**src/rtl/shift_serializer_if.sv**
```systemverilog
// Word-load handshake and serial output bundle for shift_serializer.
interface shift_serializer_if #(
    parameter int unsigned WIDTH = 4
);
    logic             load_valid;
    logic [WIDTH-1:0] data;
    logic             load_ready;
    logic             dout;
    logic             dout_valid;
    logic             first;
    logic             last;

    // Producer of words / consumer of the serial stream.
    modport master (
        output load_valid,
        output data,
        input  load_ready,
        input  dout,
        input  dout_valid,
        input  first,
        input  last
    );

    // The serializer itself.
    modport slave (
        input  load_valid,
        input  data,
        output load_ready,
        output dout,
        output dout_valid,
        output first,
        output last
    );
endinterface

```
**src/rtl/shift_serializer.sv**
```systemverilog
// Parallel-in, serial-out transmitter: WIDTH-bit words go out MSB-first,
// one bit per clock, with first/last framing strobes. A one-entry holding
// buffer allows the next word to be accepted mid-stream so consecutive
// words are emitted without an idle cycle.
module shift_serializer #(
    parameter int unsigned WIDTH = 4
) (
    input  logic               clk,
    input  logic               rst,
    shift_serializer_if.slave  bus
);
    localparam int unsigned     CNT_W    = (WIDTH > 1) ? $clog2(WIDTH) : 1;
    localparam logic [CNT_W-1:0] CNT_LAST = CNT_W'(WIDTH - 1);

    typedef enum logic {
        IDLE  = 1'b0,
        SHIFT = 1'b1
    } state_t;

    state_t             state_q, state_d;
    logic [WIDTH-1:0]   sreg_q,  sreg_d;
    logic [CNT_W-1:0]   cnt_q,   cnt_d;
    logic [WIDTH-1:0]   hbuf_q,  hbuf_d;
    logic               hvalid_q, hvalid_d;
    logic               accept;
    logic               at_last;

    // All outputs decode registered state only; data never reaches them combinationally.
    assign bus.load_ready = !hvalid_q;
    assign bus.dout_valid = (state_q == SHIFT);
    assign bus.dout       = sreg_q[WIDTH-1];
    assign bus.first      = (state_q == SHIFT) && (cnt_q == '0);
    assign bus.last       = (state_q == SHIFT) && (cnt_q == CNT_LAST);

    assign accept  = bus.load_valid && !hvalid_q;
    assign at_last = (cnt_q == CNT_LAST);

    // State register with asynchronous clear that discards partial and held words.
    always_ff @(posedge clk or posedge rst) begin
        if (rst) begin
            state_q  <= IDLE;
            sreg_q   <= '0;
            cnt_q    <= '0;
            hbuf_q   <= '0;
            hvalid_q <= 1'b0;
        end else begin
            state_q  <= state_d;
            sreg_q   <= sreg_d;
            cnt_q    <= cnt_d;
            hbuf_q   <= hbuf_d;
            hvalid_q <= hvalid_d;
        end
    end

    // Next-state logic: load, shift, refill from buffer or bypass on the last bit.
    always_comb begin
        state_d  = state_q;
        sreg_d   = sreg_q;
        cnt_d    = cnt_q;
        hbuf_d   = hbuf_q;
        hvalid_d = hvalid_q;

        unique case (state_q)
            IDLE: begin
                if (accept) begin
                    sreg_d  = bus.data;
                    cnt_d   = '0;
                    state_d = SHIFT;
                end
            end

            SHIFT: begin
                if (!at_last) begin
                    sreg_d = {sreg_q[WIDTH-2:0], 1'b0};
                    cnt_d  = cnt_q + 1'b1;
                    if (accept) begin
                        hbuf_d   = bus.data;
                        hvalid_d = 1'b1;
                    end
                end else if (hvalid_q) begin
                    // load_ready is low here, so no accept can collide with the drain.
                    sreg_d   = hbuf_q;
                    hvalid_d = 1'b0;
                    cnt_d    = '0;
                end else if (accept) begin
                    // Word offered during the last bit skips the buffer entirely.
                    sreg_d = bus.data;
                    cnt_d  = '0;
                end else begin
                    state_d = IDLE;
                    sreg_d  = '0;
                    cnt_d   = '0;
                end
            end

            default: begin
                state_d = IDLE;
            end
        endcase
    end
endmodule
```
**src/flat_wrapper.sv**
```systemverilog
// flat-port wrapper written by rule: the top's interface ports become plain ports
module shift_serializer_flat 
#(
    parameter int unsigned WIDTH = 4
)
  (clk, rst, bus_load_valid, bus_data, bus_load_ready, bus_dout, bus_dout_valid, bus_first, bus_last);
  shift_serializer_if #(.WIDTH(WIDTH)) bus_i ();
  input  logic clk;
  input  logic rst;
  input wire logic [$bits(bus_i.load_valid)-1:0] bus_load_valid;
  input wire logic [$bits(bus_i.data)-1:0] bus_data;
  output wire logic [$bits(bus_i.load_ready)-1:0] bus_load_ready;
  output wire logic [$bits(bus_i.dout)-1:0] bus_dout;
  output wire logic [$bits(bus_i.dout_valid)-1:0] bus_dout_valid;
  output wire logic [$bits(bus_i.first)-1:0] bus_first;
  output wire logic [$bits(bus_i.last)-1:0] bus_last;
  assign bus_i.load_valid = bus_load_valid;
  assign bus_i.data = bus_data;
  assign bus_load_ready = bus_i.load_ready;
  assign bus_dout = bus_i.dout;
  assign bus_dout_valid = bus_i.dout_valid;
  assign bus_first = bus_i.first;
  assign bus_last = bus_i.last;
  shift_serializer #(.WIDTH(WIDTH)) u_core (.clk(clk), .rst(rst), .bus(bus_i));
endmodule
```
**config.mk**
```make
export PLATFORM = sky130hd
export DESIGN_NAME = shift_serializer_flat
export DESIGN_NICKNAME = d
export VERILOG_FILES = /design/src/rtl/shift_serializer_if.sv /design/src/rtl/shift_serializer.sv /design/src/flat_wrapper.sv
export SDC_FILE = /design/constraint.sdc
export NUM_CORES = 1
export LEC_CHECK = 0
export CORE_AREA = 4 4 41 43
export DETAILED_ROUTE_END_ITERATION = 8
export DIE_AREA = 0 0 45 47
export GPL_TIMING_DRIVEN = 0
export PLACE_DENSITY = 0.72
export REMOVE_ABC_BUFFERS = 1
export SETUP_SLACK_MARGIN = 0.5
export SLEW_MARGIN = 10
export SYNTH_ARGS = -nofsm -noshare
export SYNTH_HDL_FRONTEND = slang
export SYNTH_SLANG_ARGS = --single-unit
```
**constraint.sdc**
```tcl
create_clock -name clk -period 1.66 [get_ports clk]
set_input_delay 0.332 -clock clk [delete_from_list [all_inputs] [get_ports clk]]
set_output_delay 0.332 -clock clk [all_outputs]
set_load 0.02 [all_outputs]
```
* Yosys cells after proc, flatten, opt, wreduce, memory -nomap -nowiden
Cells that the tools add are included.
Word-level totals: flip-flop bits (word level) 12, latch bits 0, RAM bits 0, ROM bits 0, input bits 7, word-level logic and storage cells 32, memories kept 0
Operators by class: add/sub/neg operators 1, $mul 0, div/mod/pow operators 0, magnitude comparators 0, equality and inequality tests 2, shift operators 0, mux-type cells 14, bitwise operators 2, reductions and logical operators 8
Operators with widths (count):
- 2-to-1 mux 4 bit | 4
- case mux 4 bit (2 select lines) | 1
- 2-to-1 mux 1 bit | 5
- 2-to-1 mux 2 bit | 2
- case mux 2 bit (2 select lines) | 1
- logical AND 1 bit | 3
- AND reduction 3 bit | 1
- adder 2 x 1 -> 2 bit (second input constant) | 1
- equality test 2 bit (second input constant) | 1
- logical NOT 2 bit | 1
- inequality test 2 x 1 -> 1 bit (second input constant) | 1
- inverter 1 bit | 2
- case mux 1 bit (2 select lines) | 1
- AND reduction 2 bit | 1
- nonzero test 2 bit | 1
- logical NOT 1 bit | 1

* Logic depth before layout (Yosys ltp)
Gate-level depths: netlist (run 1).
word-level depth 6, depth in mapped cells 4, mapped depth without buffers 4

* Worst setup path after synthesis (run 1)
Ideal clock, no wire load.
path kind flip-flop to flip-flop, start register u_core.cnt_q[0], end register u_core.sreg_q[0], data arrival time 1.332 ns, required time 1.534 ns, slack 0.202 ns, stages on the path, launching flop included 5, buffers on the path 0, cells stage by stage dfrtp_1 ha_1 and2_1 and3_2 a221o_1
On the way: cells in the longest elaborated chain, start to end 3
RTL lines:
- from (decl) | RTL line shift_serializer.sv:22 | logic [CNT_W-1:0] cnt_q, cnt_d;
- from (signal assigned) | RTL line shift_serializer.sv:49 | cnt_q <= cnt_d;
- equality test 2 bit | RTL line shift_serializer.sv:36 | assign at_last = (cnt_q == CNT_LAST);
- 2-to-1 mux 4 bit | RTL line shift_serializer.sv:73 | if (!at_last) begin
- case mux 4 bit (2 select lines) | RTL line shift_serializer.sv:63 | unique case (state_q)
- to (signal assigned) | RTL line shift_serializer.sv:48 | sreg_q <= sreg_d;
- to (decl) | RTL line shift_serializer.sv:21 | logic [WIDTH-1:0] sreg_q, sreg_d;
Every way passes these cells. A chain may end at the register's enable or synchronous reset.

* Final worst setup path (run 1)
start register u_core.cnt_q[1], end output bus_first
On the way: cells in the longest elaborated chain, start to end 2
RTL lines:
- logical NOT 2 bit | RTL line shift_serializer.sv:32 | assign bus.first = (state_q == SHIFT) && (cnt_q == '0);
- logical AND 1 bit | RTL line shift_serializer.sv:32
- to (decl) | RTL line flat_wrapper.sv:15 | output wire logic [$bits(bus_i.first)-1:0] bus_first;
Every way passes these cells.

==> results of run 1 <==
-- flip-flops by register name (all words and copies together), names as in the netlist --
signal and flops:
u_core.bus.dout_valid 1, u_core.hvalid_q 1, u_core.hbuf_q 4, u_core.cnt_q 2, u_core.sreg_q 4
-- synth_stat cells --
cell / instances
a21boi_0: 3
nand2b_4: 1
a21oi_1: 2
and2_1: 2
mux2_2: 4
nand2b_1: 1
nand2_1: 5
and3b_1: 2
ha_1: 2
o22ai_1: 1
a21o_1: 1
dfrtp_1: 12
and3_1: 2
a221o_1: 2
and3_2: 1
inv_1: 5
o32a_1: 2
nor2_1: 1
buf_4: 1
nand2b_2: 1
nand3_1: 1
nor2_4: 1
o21ai_0: 2
-- worst reg2reg max path, delay by kind of cell (launching register included) --
| kind | cells | cell delay, ps |
|---|---|---|
| fa+ha+maj | 1 | 200 |
| mux | 1 | 320 |
| simple gates | 2 | 350 |
| flops | 1 | 430 |
-- cell type report --
type,count,area [sq um]
inverters,5,21.27
repair buffers,25,235.2
clock buffers,4,36.28
well taps,15,18.77
fillers,94,334.1
flip-flops and latches,12,302.8
multi-input cells,37,352.8
-- final timing paths --
kind / start / end / slack (ps) / depth (start not counted)
worst max-delay path: u_core.cnt_q[1] / bus_first / 100 / 4
worst min-delay path: rst / u_core.hbuf_q[3] / 340 / 2
worst max register to register: u_core.cnt_q[1] / u_core.hbuf_q[1] / 240 / 4
worst min register to register: u_core.hbuf_q[0] / u_core.hbuf_q[0] / 510 / 1
max in group asynchronous: rst / u_core.hvalid_q / 970 / 2
min in group clk: u_core.hbuf_q[0] / u_core.hbuf_q[0] / 510 / 1
-- cells in the final DEF (no fill, tap or decap) --
cell	count
nand2b_1	1
a21boi_1	2
buf_4	10
dfrtp_1	10
and3b_1	2
inv_2	1
nand2b_4	2
a21o_1	1
dlygate4sd2_1	1
and3_1	2
nor2_2	1
nand2_1	5
inv_1	3
ha_4	1
a21oi_4	1
o21ai_2	1
inv_4	1
and2_4	2
a21boi_0	1
and3_2	1
o32a_1	2
a21oi_1	1
nor2_4	1
dfrtp_2	2
o22ai_2	1
buf_6	9
ha_2	1
a221o_1	2
nand3_2	1
clkbuf_8	1
clkdlybuf4s50_1	5
o21ai_0	1
clkbuf_4	3
mux2_4	4
-- kinds of logic (layout without fill, tap and decap cells) --
logic type | count (synthesis) | count (layout) | share of synthesized area (%)
adder cells (fa/ha/maj) | 2 | 2 | 4.098
flip-flops | 12 | 12 | 49.18
buffers and inverters | 6 | 34 | 4.304
AND/OR/NAND/NOR | 18 | 18 | 19.26
AO/OA/AOI/OAI | 13 | 13 | 15.78
multiplexers | 4 | 4 | 7.377
-- layer usage --
layer  routed length (um)  up-vias
met5                    0        -
met4                   61        0
met3                   97        6
met2                  803       16
met1                  697      247
li1                     -      247
-- where the power goes --
| group | leakage [nW] | total (mW) | switching, mW | internal (mW) |
|---|---|---|---|---|
| registers | 0.142 | 0.569 | 0.128 | 0.441 |
| clock network | 0.0210 | 0.244 | 0.110 | 0.134 |
| logic | 0.308 | 1.18 | 0.497 | 0.681 |
| total | 0.471 | 1.99 | 0.734 | 1.26 |
-- per-stage QoR --
step                area, sq um  setup slack (ps)
floorplan                 603.1             202.2
global placement          732.0            -149.8
detailed placement        732.0            -126.0
CTS                       917.1             117.9
global route              967.2             71.99
finish                    967.2             101.6
-- what timing repair did --
| action | CTS | global route |
|---|---|---|
| setup endpoints to repair | 15 | 16 |
| pin swaps | 4 | 7 |
| endpoints found under the hold margin | 0 | 0 |
| resized for setup | 49 | 10 |
| buffers inserted | 12 | 2 |
==> results.json, run 1 <==
{
  "drtIter0Drc": 4,
  "startpoint_type": "flop",
  "max_stage_delay_ps": 420,
  "synth_top_area_cell": "dfrtp_1",
  "worstPathCellList": "inv_1 > ha_2 > and2_4 > buf_6",
  "synth.yosys.seq_area_share_pct": 49.18,
  "drcViolationCount": 0,
  "cts.sinks": 12,
  "relSlewSlack_pct": 69.10,
  "rsz0062_at_grt": "true",
  "wl_mm": 1.659,
  "area_growth_pct": 58.40,
  "cp.arrival_ps": 1230,
  "grt_first_pass_wirelength_mm": 2.553,
  "globalRouteOverflowTotal": 0,
  "crit_buf_inv": 2,
  "cts_tree": "yes",
  "holdBufCountCts": 0,
  "min_period_over_period_pct": 93.88,
  "power_density_nw_per_um2": 2058,
  "power.total_mw": 1.991,
  "n_antenna_cell": 0,
  "gp_congestion": 0.8391,
  "grt_max_degree": 13,
  "grt_usage_pct": 18.48,
  "dieHeight_um": 47,
  "holdWs_ps": 337.2,
  "antenna_found_initial": 0,
  "end_kind": "primary output",
  "ant_nets": 0,
  "wl_per_cell_um": 16.93,
  "vias": 516,
  "drv_cap": 0,
  "port_buffers": 11,
  "synth-warning-count": 0,
  "grt.met3_usage_pct": 6.897,
  "layout-drive-gt1-share_pct": 53.01,
  "use_met2_pct": 29.94,
  "ir_worst_vdd_mv": 1.158,
  "synthCells": 55,
  "leakage_nw": 0.4714,
  "via_per_inst": 5.265,
  "dp_hpwl_um": 813.4,
  "required_ps": 1330,
  "stdcell_count": 98,
  "yosysUniqueCellTypes": 23,
  "slowest_stage": "dfrtp_1",
  "fp.dieW_um": 45,
  "placed_cells": 80,
  "clkLatencyLatePin_ps": 290,
  "netlist.area_leader.share_pct": 49.18,
  "post-route-util_pct": 74.33,
  "slew_violations": 0,
  "hp-class": "in -> async",
  "max_freq_mhz": 641.7,
  "synthTopCellsByArea": "dfrtp_1 49%, mux2_2 7.4%, ha_1 4.1%, a21boi_0 3.7%, a221o_1 3.3%",
  "tns_ps": 0,
  "busiest_layer": "met2",
  "critPathKind": "reg -> out",
  "ys_seq_elements": 12,
  "root_buffer": "clkbuf_4",
  "status": "finished, final reports clean",
  "nets": 93,
  "cp_max_fo": 3,
  "dr.pass1.iters": 4,
  "fp.coreArea_sq_um": 1301,
  "setup_violations": 0,
  "die_area_sq_um": 2115,
  "critPathTopFamily": "flip-flops",
  "cts.htree.levels": 1,
  "tightestPinTransition_ps": 463.0,
  "avgSynthCellArea_sq_um": 11.10,
  "cts_buffers": 3,
  "hold_viol": 0,
  "use_met1_pct": 19.58,
  "row_count": 13,
  "cts_buffer_depth": 2,
  "syn_area_sq_um": 610.6,
  "fin_crit_ps": 1558,
  "start_util_pct": 46.92,
  "io_pins": 12,
  "finClkSkew_ps": 9.805,
  "grt_pass1_vias": 548,
  "clkTransAtPathRegs_ps": 80
}
Power figures use the tool's default switching activity.
==> run 2, diff against run 1 <==
SKIP_LAST_GASP = 1   (was not set)
SLEW_MARGIN = 25   (was 10)
clock period = 1.8 ns   (was 1.66 ns; I/O delays follow)
==> run 2 against run 1 <==
Net effect: final cell count decreased by 2.0%; critical path type unchanged; die area unchanged; first-iteration DRC count increased to 3.0 times the previous value; clock-buffer cell count unchanged; utilization decreased by 4.0 points; worst setup slack improved by 130 ps.
==> results.json, run 2 (synthesized netlist as in run 1, its figures left out) <==
{
  "die_area_sq_um": 2115,
  "fp.coreArea_sq_um": 1301,
  "dp_hpwl_um": 813.4,
  "nets": 91,
  "rsz0062_at_grt": "true",
  "status": "finished, final reports clean",
  "vias": 514,
  "postLayoutCellArea_sq_um": 914.6,
  "largestRegisters": "u_core.hbuf_q x4, u_core.sreg_q x4, u_core.cnt_q x2",
  "dr.pass1.iters": 4,
  "antenna_found_initial": 0,
  "fp.dieW_um": 45,
  "fin_crit_ps": 1571,
  "root_buffer": "clkbuf_4",
  "grt_usage_pct": 18.32,
  "cts.htree.levels": 1,
  "grt_first_pass_wirelength_mm": 2.525,
  "hold_viol": 0,
  "globalRouteOverflowTotal": 0,
  "ant_nets": 0,
  "cts_tree": "yes",
  "wl_mm": 1.531,
  "filler_cell_count": 99,
  "worstSetupEndpoint": "bus_first",
  "dieHeight_um": 47,
  "finClkSkew_ps": 8.796,
  "drcViolationCount": 0,
  "required_ps": 1440,
  "relSlewSlack_pct": 69.17,
  "n_antenna_cell": 0,
  "cts_buffer_depth": 2,
  "ir_worst_vdd_mv": 1.088,
  "dpl_cell_area_sq_um": 732.0,
  "timing.rr.start": "u_core.cnt_q[1]",
  "holdBufCountCts": 0,
  "critPathKind": "reg -> out",
  "clkLatencyLatePin_ps": 290,
  "clkTransAtPathRegs_ps": 80,
  "port_buffers": 11,
  "tightestPinTransition_ps": 461.9,
  "row_count": 13,
  "r2r-end": "u_core.sreg_q[0]",
  "io_pins": 12,
  "grt_pass1_vias": 546,
  "slew_violations": 0,
  "max_freq_mhz": 636.7,
  "start_util_pct": 46.92,
  "drtIter0Drc": 12,
  "tns_ps": 0,
  "cp.arrival_ps": 1210,
  "area_growth_pct": 49.79,
  "end_kind": "primary output",
  "hp-class": "in -> async",
  "final_cell_mix": "10 x buf_4, 10 x dfrtp_1, 5 x nand2_1, 5 x clkdlybuf4s50_1, 5 x buf_6",
  "via_per_inst": 5.354,
  "cts.sinks": 12,
  "setup_violations": 0,
  "ff2ff_path_depth": 7,
  "leakage_nw": 0.4517,
  "startpoint_type": "flop",
  "gp_congestion": 0.8391,
  "startpoint": "u_core.cnt_q[1]",
  "power_density_nw_per_um2": 1878,
  "cp_max_fo": 3,
  "post-route-util_pct": 70.29,
  "rrSetupSlack_ps": 310,
  "cts_buffers": 3,
  "min_period_over_period_pct": 87.25,
  "holdWs_ps": 372.1,
  "grt_max_degree": 13,
  "layout-drive-gt1-share_pct": 46.91,
  "drv_cap": 0,
  "wl_per_cell_um": 15.95
}
==> run 2: worst min path at each step <==
stage                                 from                    end  cells past startpoint
after floorplan                        rst  u_core.bus.dout_valid                      1
after global placement    u_core.hbuf_q[0]       u_core.hbuf_q[0]                      1
after detailed placement  u_core.hbuf_q[0]       u_core.hbuf_q[0]                      1
after CTS                              rst       u_core.hbuf_q[3]                      2
after global routing                   rst       u_core.hbuf_q[3]                      2
final                                  rst       u_core.hbuf_q[3]                      2
==> run 2: timing repair <==
item,in CTS,in global routing
gates resized for setup,42,7
buffers inserted,9,3
pin swaps,4,3
setup endpoints to repair,12,12
==> run 2: report_power, final <==
part           leakage [nW]  switching [mW]  internal, mW
sequential            0.142           0.105         0.407
clock                0.0210          0.0985         0.123
combinational         0.289           0.425         0.559
total                 0.452           0.628          1.09
==> run 2: metrics by stage <==
stage                     std cells  total power, mW  setup WS (ps)
after detailed placement         80            1.134         -13.99
after global placement           80            1.130         -37.78
after CTS                        93            1.621          229.8
after floorplan                  54           0.9273          342.2
final                            96            1.717          229.5
after global routing             96            1.830          196.2
==> run 2: area by class of cell <==
cell class                 count  area (sq um)  share of cell area, %
tap                           15         18.77                  2.052
multi-input combinational     37         335.3                  36.66
timing repair buffer          23         200.2                  21.89
inverter                       5         21.27                  2.326
clock buffer                   4         36.28                  3.967
sequential                    12         302.8                  33.11
==> run 2: critical path: stages (launching register included) <==
cell and delay [ps]:
dfrtp_1 420, inv_1 70, ha_2 160, and2_4 150, buf_6 120
==> run 2: routing by layer <==
metal,wire length (um),vias up,track usage (%)
li1,-,245,-
met1,666,248,20.52
met2,733,15,28.53
met3,80,6,6.897
met4,51,0,13.45
met5,0,-,0
